File: src/rtl/uart_pkg.sv
// Shared UART definitions: transmitter state encoding, bit timing and frame helpers.
package uart_pkg;

  typedef enum logic [2:0] {
    ST_IDLE   = 3'd0,
    ST_LOAD   = 3'd1,
    ST_START  = 3'd2,
    ST_DATA   = 3'd3,
    ST_PARITY = 3'd4,
    ST_STOP   = 3'd5
  } tx_state_e;

  localparam int unsigned TICKS_PER_BIT = 16;
  localparam int unsigned TICK_W        = 4;
  localparam logic [TICK_W-1:0] TICK_LAST = TICK_W'(TICKS_PER_BIT - 1);

  // Index of the final data bit for the selected character length.
  function automatic logic [2:0] last_data_idx(input logic bit8);
    return bit8 ? 3'd7 : 3'd6;
  endfunction

  // Parity over the transmitted data bits; bit 7 does not take part in 7-bit frames.
  function automatic logic parity_bit(input logic [7:0] data, input logic bit8,
                                      input logic odd_n_even);
    logic [7:0] masked;
    masked = data;
    if (!bit8) masked[7] = 1'b0;
    return (^masked) ^ odd_n_even;
  endfunction

endpackage

File: src/rtl/uart_tx_async.sv
// UART transmitter: start, 7/8 data bits LSB first, optional parity, one stop bit,
// 16 baud_clock pulses per bit, fed from a holding register or an external FIFO.
module uart_tx_async
  import uart_pkg::*;
#(
  parameter bit TX_FIFO = 1'b0
) (
  input  logic       clk,
  input  logic       reset_n,
  input  logic       baud_clock,
  input  logic       bit8,
  input  logic       parity_en,
  input  logic       odd_n_even,
  input  logic       write_tx_byte,
  input  logic [7:0] tx_data,
  input  logic       fifo_empty,
  input  logic [7:0] fifo_data_out,
  output logic       fifo_read_n,
  output logic       tx,
  output logic       tx_ready,
  output logic       tx_idle,
  output logic       tx_done
);

  tx_state_e         state_q, state_d;
  logic [TICK_W-1:0] tick_q, tick_d;
  logic [7:0]        shift_q, shift_d;
  logic [2:0]        bit_idx_q, bit_idx_d;
  logic [7:0]        hold_q, hold_d;
  logic              tx_ready_q, tx_ready_d;
  logic              cfg_bit8_q, cfg_bit8_d;
  logic              cfg_par_en_q, cfg_par_en_d;
  logic              par_bit_q, par_bit_d;
  logic              tx_q, tx_d;
  logic              tx_done_q, tx_done_d;
  logic              tx_idle_q, tx_idle_d;
  logic              fifo_read_n_q, fifo_read_n_d;

  logic              data_avail_c;
  logic [7:0]        load_byte_c;
  logic              bit_end_c;

  always_comb begin
    state_d       = state_q;
    tick_d        = tick_q;
    shift_d       = shift_q;
    bit_idx_d     = bit_idx_q;
    hold_d        = hold_q;
    tx_ready_d    = tx_ready_q;
    cfg_bit8_d    = cfg_bit8_q;
    cfg_par_en_d  = cfg_par_en_q;
    par_bit_d     = par_bit_q;
    tx_d          = tx_q;
    tx_done_d     = 1'b0;
    fifo_read_n_d = 1'b1;

    data_avail_c = TX_FIFO ? !fifo_empty : !tx_ready_q;
    load_byte_c  = TX_FIFO ? fifo_data_out : hold_q;
    bit_end_c    = (tick_q == TICK_LAST);

    // Holding register capture runs regardless of baud_clock; full register drops writes.
    if (!TX_FIFO && write_tx_byte && tx_ready_q) begin
      hold_d     = tx_data;
      tx_ready_d = 1'b0;
    end

    if (baud_clock) begin
      case (state_q)
        ST_IDLE: begin
          tx_d = 1'b1;
          if (data_avail_c) begin
            state_d = ST_LOAD;
            if (TX_FIFO) fifo_read_n_d = 1'b0;
          end
        end
        ST_LOAD: begin
          state_d      = ST_START;
          shift_d      = load_byte_c;
          cfg_bit8_d   = bit8;
          cfg_par_en_d = parity_en;
          par_bit_d    = parity_bit(load_byte_c, bit8, odd_n_even);
          tick_d       = '0;
          bit_idx_d    = '0;
          tx_d         = 1'b0;
          if (!TX_FIFO) tx_ready_d = 1'b1;
        end
        ST_START: begin
          tick_d = tick_q + TICK_W'(1);
          if (bit_end_c) begin
            state_d = ST_DATA;
            tx_d    = shift_q[0];
          end
        end
        ST_DATA: begin
          tick_d = tick_q + TICK_W'(1);
          if (bit_end_c) begin
            if (bit_idx_q == last_data_idx(cfg_bit8_q)) begin
              state_d = cfg_par_en_q ? ST_PARITY : ST_STOP;
              tx_d    = cfg_par_en_q ? par_bit_q : 1'b1;
            end else begin
              shift_d   = {1'b0, shift_q[7:1]};
              bit_idx_d = bit_idx_q + 3'd1;
              tx_d      = shift_q[1];
            end
          end
        end
        ST_PARITY: begin
          tick_d = tick_q + TICK_W'(1);
          if (bit_end_c) begin
            state_d = ST_STOP;
            tx_d    = 1'b1;
          end
        end
        ST_STOP: begin
          tick_d = tick_q + TICK_W'(1);
          if (bit_end_c) begin
            state_d   = ST_IDLE;
            tx_done_d = 1'b1;
            tx_d      = 1'b1;
          end
        end
        default: begin
          state_d = ST_IDLE;
          tx_d    = 1'b1;
        end
      endcase
    end

    tx_idle_d = (state_d == ST_IDLE);
  end

  always_ff @(posedge clk or negedge reset_n) begin
    if (!reset_n) begin
      state_q       <= ST_IDLE;
      tick_q        <= '0;
      shift_q       <= '0;
      bit_idx_q     <= '0;
      hold_q        <= '0;
      tx_ready_q    <= 1'b1;
      cfg_bit8_q    <= 1'b1;
      cfg_par_en_q  <= 1'b0;
      par_bit_q     <= 1'b0;
      tx_q          <= 1'b1;
      tx_done_q     <= 1'b0;
      tx_idle_q     <= 1'b1;
      fifo_read_n_q <= 1'b1;
    end else begin
      state_q       <= state_d;
      tick_q        <= tick_d;
      shift_q       <= shift_d;
      bit_idx_q     <= bit_idx_d;
      hold_q        <= hold_d;
      tx_ready_q    <= tx_ready_d;
      cfg_bit8_q    <= cfg_bit8_d;
      cfg_par_en_q  <= cfg_par_en_d;
      par_bit_q     <= par_bit_d;
      tx_q          <= tx_d;
      tx_done_q     <= tx_done_d;
      tx_idle_q     <= tx_idle_d;
      fifo_read_n_q <= fifo_read_n_d;
    end
  end

  assign tx          = tx_q;
  assign tx_ready    = tx_ready_q;
  assign tx_idle     = tx_idle_q;
  assign tx_done     = tx_done_q;
  assign fifo_read_n = fifo_read_n_q;

endmodule

File: config.mk
export PLATFORM = sky130hd
export DESIGN_NAME = uart_tx_async
export DESIGN_NICKNAME = d
export VERILOG_FILES = /design/src/rtl/uart_pkg.sv /design/src/rtl/uart_tx_async.sv
export SDC_FILE = /design/constraint.sdc
export NUM_CORES = 1
export LEC_CHECK = 0
export CAP_MARGIN = 20
export CORE_ASPECT_RATIO = 1.2
export CORE_MARGIN = 10
export CORE_UTILIZATION = 44
export DETAILED_ROUTE_END_ITERATION = 10
export HOLD_SLACK_MARGIN = 0.05
export PLACE_DENSITY_LB_ADDON = 0.1
export SLEW_MARGIN = 10
export SYNTH_ARGS = -nofsm -noshare
export SYNTH_HDL_FRONTEND = slang
export SYNTH_SLANG_ARGS = --single-unit
File: constraint.sdc
create_clock -name clk -period 4.55 [get_ports clk]
set_clock_uncertainty 0.15 [all_clocks]
set_input_delay 0.91 -clock clk [delete_from_list [all_inputs] [get_ports clk]]
set_output_delay 0.91 -clock clk [all_outputs]
set_load 0.05 [all_outputs]
==> run metrics <==
clock sink total 33; Util after Layout 0.523; via count of the first global-routing pass 1,394; worst slew pin tran 0.831 ns; Yosys top cell by area sky130_fd_sc_hd__dfrtp_1; number of setup buffers added after CTS 0; worst-case hold slack 0.338 ns; routed vias/inst 5.39; RSZ-0062 raised after global routing false; worst setup margin 1.60 ns; classification of the worst-slack hold path register to register; number of buffers added by the clock tree synthesis step 5; Area Overhead vs Synth 15.3%; starting density of the core 0.454; maximum number of pins on one net before global-route repair 34; total cell area at the placement stage 0.00198 mm²; terminus of the critical flop-to-flop path bit_idx_q[0]; final setup fails 0; total inserted antenna cells 0; number of buffers inserted by port buffering 18; final cell count without fillers 240; first-pass iteration count of the detailed router 4; fraction of layout cells with a size suffix above 1 0.210; Placed Instances 233; clock input transition at the sequential cells of the worst setup and hold paths 0.07 ns; total core area 0.00394 mm²; origin of the worst min-delay path par_bit_q; area enclosed by the die boundary 0.00702 mm²; remaining max-slew budget at the tightest pin 0.446; largest fanout of any net on the critical path 20; number of buffers inserted for hold repair after clock tree synthesis 0; Netlist Area Pre-Place 0.00179 mm²; clock tree from TritonCTS built; worst skew pair latency 0.28 ns; CP Capture Point bit_idx_q[0]; total via count in the routed design 1,294; leakage component of the power 0.846 nW; post-synth cell types 43; WS Path Type input pin to register; total power 1.40 mW; Wirelength per Cell 15.3 µm; power density relative to cell area 678 mW/mm²; Sequential cell area 831 µm²; pre-CTS setup slack 1.28 ns; crit start category input pin; Global Route Usage Sum 0.111; Die X 78.2 µm; wire length of the first global-routing pass 6380 µm; number of remaining DRC errors 0; dominant synthesized flop cell sky130_fd_sc_hd__dfrtp_1; Total Nets Final 215; portion of the post-synthesis area used by sequential elements 0.465; r2r worst-path depth 5; number of flops mapped to enable cells by yosys 0; number of buffers between clock root and the deepest sink 2; element type at the critical path end register; share of the synthesized area in the top cell type 0.406; warnings from Yosys 0; post-layout min period 2.95 ns; post-route standard cell area excluding fillers 0.00206 mm²; most instantiated library cell after synthesis sky130_fd_sc_hd__dfrtp_1; routed wire length 3670 µm; Gates resized, CTS repair 0; area of the multi-input gates 865 µm²; Root Driver sky130_fd_sc_hd__clkbuf_8; Detail Placement HPWL 2630 µm; number of antenna violations at the first check in global routing 0; arrival time of data at the critical path endpoint 2.97 ns; Required @ worst endpoint 4.57 ns; run status finished, final reports clean; number of DRC markers after the initial detailed-route iteration 107; Area contributors post-synth sky130_fd_sc_hd__dfrtp_1, sky130_fd_sc_hd__mux2_2, sky130_fd_sc_hd__dfstp_2, sky130_fd_sc_hd__xnor2_1, sky130_fd_sc_hd__nand2_1; total gr overflow 0; filler cell count in the final layout 392; count of pins on the block boundary 29; Yosys reg bits 33; share of flip-flops with an asynchronous set or reset 1.00; synthesized net count 197; Max Freq 0.339 GHz; deepest level of the CTS H-tree 2; residual antenna-violating net count after detailed routing 0; cell count after synthesis 168; summed negative setup slack over all endpoints 0 ns; Die Span Y 89.8 µm; max capacitance violation total 0; origin of the worst setup path baud_clock; number of hold violations in the final report 0; startpoint of the lowest-slack register-to-register path tick_q[0]; final critical-path share of the clock period 0.647; standard-cell row count 25; setup slack on the worst flop-to-flop path 2.31 ns; number of pins with negative max-slew slack in the final report 0; Mapped Avg Cell Area 10.6 µm²; top cells by count, synth sky130_fd_sc_hd__dfrtp_1, sky130_fd_sc_hd__nand2_1, sky130_fd_sc_hd__mux2_2; worst vdd ir 0.342 mV; RePlAce Congestion 0.862
-- state kept, by name (all words and copies together), names as in the netlist --
name          count
par_bit_q         1
hold_q            8
tick_q            4
shift_q           8
tx_done           1
tx_ready          1
bit_idx_q         3
cfg_par_en_q      1
tx                1
tx_idle           1
state_q           3
cfg_bit8_q        1
-- layout by cell type (no fill, tap or decap), drive strengths merged, types with 2 or more instances in the layout --
master / instances
dfrtp: 29
nand2: 18
clkdlybuf4s50: 18
mux2: 12
o21ai: 11
inv: 9
xnor2: 9
nor2: 9
nand3: 7
o221a: 6
nor3: 6
clkbuf: 6
ha: 5
nor2b: 4
dfstp: 4
a21oi: 4
nand4: 3
o221ai: 3
nand2b: 2
o22ai: 2
a21o: 2
-- layer usage --
metal,up-vias,share of wire,GRT usage
met4,0,0.017,0.0464
met3,8,0.056,0.0378
met2,35,0.50,0.188
li1,622,-,-
met1,629,0.42,0.123
met5,-,0,0
-- report_power, final --
group          internal [mW]  switching (mW)  leakage, nW
clock network          0.104           0.104       0.0410
logic                  0.304           0.304        0.411
registers              0.442           0.139        0.394
-- layout make-up --
type	count	share of cell area
tap	54	0.0328
inverter	9	0.0164
timing repair buffer	19	0.0910
sequential	33	0.403
clock inverter	1	0.00243
multi-input combinational	118	0.419
clock buffer	6	0.0352
-- cells by family after synthesis --
kind of cell | share of synthesized area
adders and majority gates | 0.0350
and+or+nand+nor | 0.172
DFF | 0.465
other | 0.00210
buffers and inverters | 0.0518
xor gates and xnor gates | 0.0532
AOI/OAI and AO/OA | 0.140
muxes | 0.0812
-- how the worst min path moves through the flow --
| stage | end | cells past startpoint |
|---|---|---|
| after floorplan | par_bit_q | 2 |
| after global placement | par_bit_q | 2 |
| after detailed placement | par_bit_q | 2 |
| after CTS | par_bit_q | 2 |
| after global routing | shift_q[7] | 2 |
| final | par_bit_q | 2 |
-- worst max-delay path: stages --
cell,delay [ns]
sky130_fd_sc_hd__clkdlybuf4s50_1,0.69
sky130_fd_sc_hd__nor2b_1,0.25
sky130_fd_sc_hd__nand2_1,0.09
sky130_fd_sc_hd__a21oi_2,0.64
sky130_fd_sc_hd__mux2_1,0.38
Power figures use the tool's default switching activity.
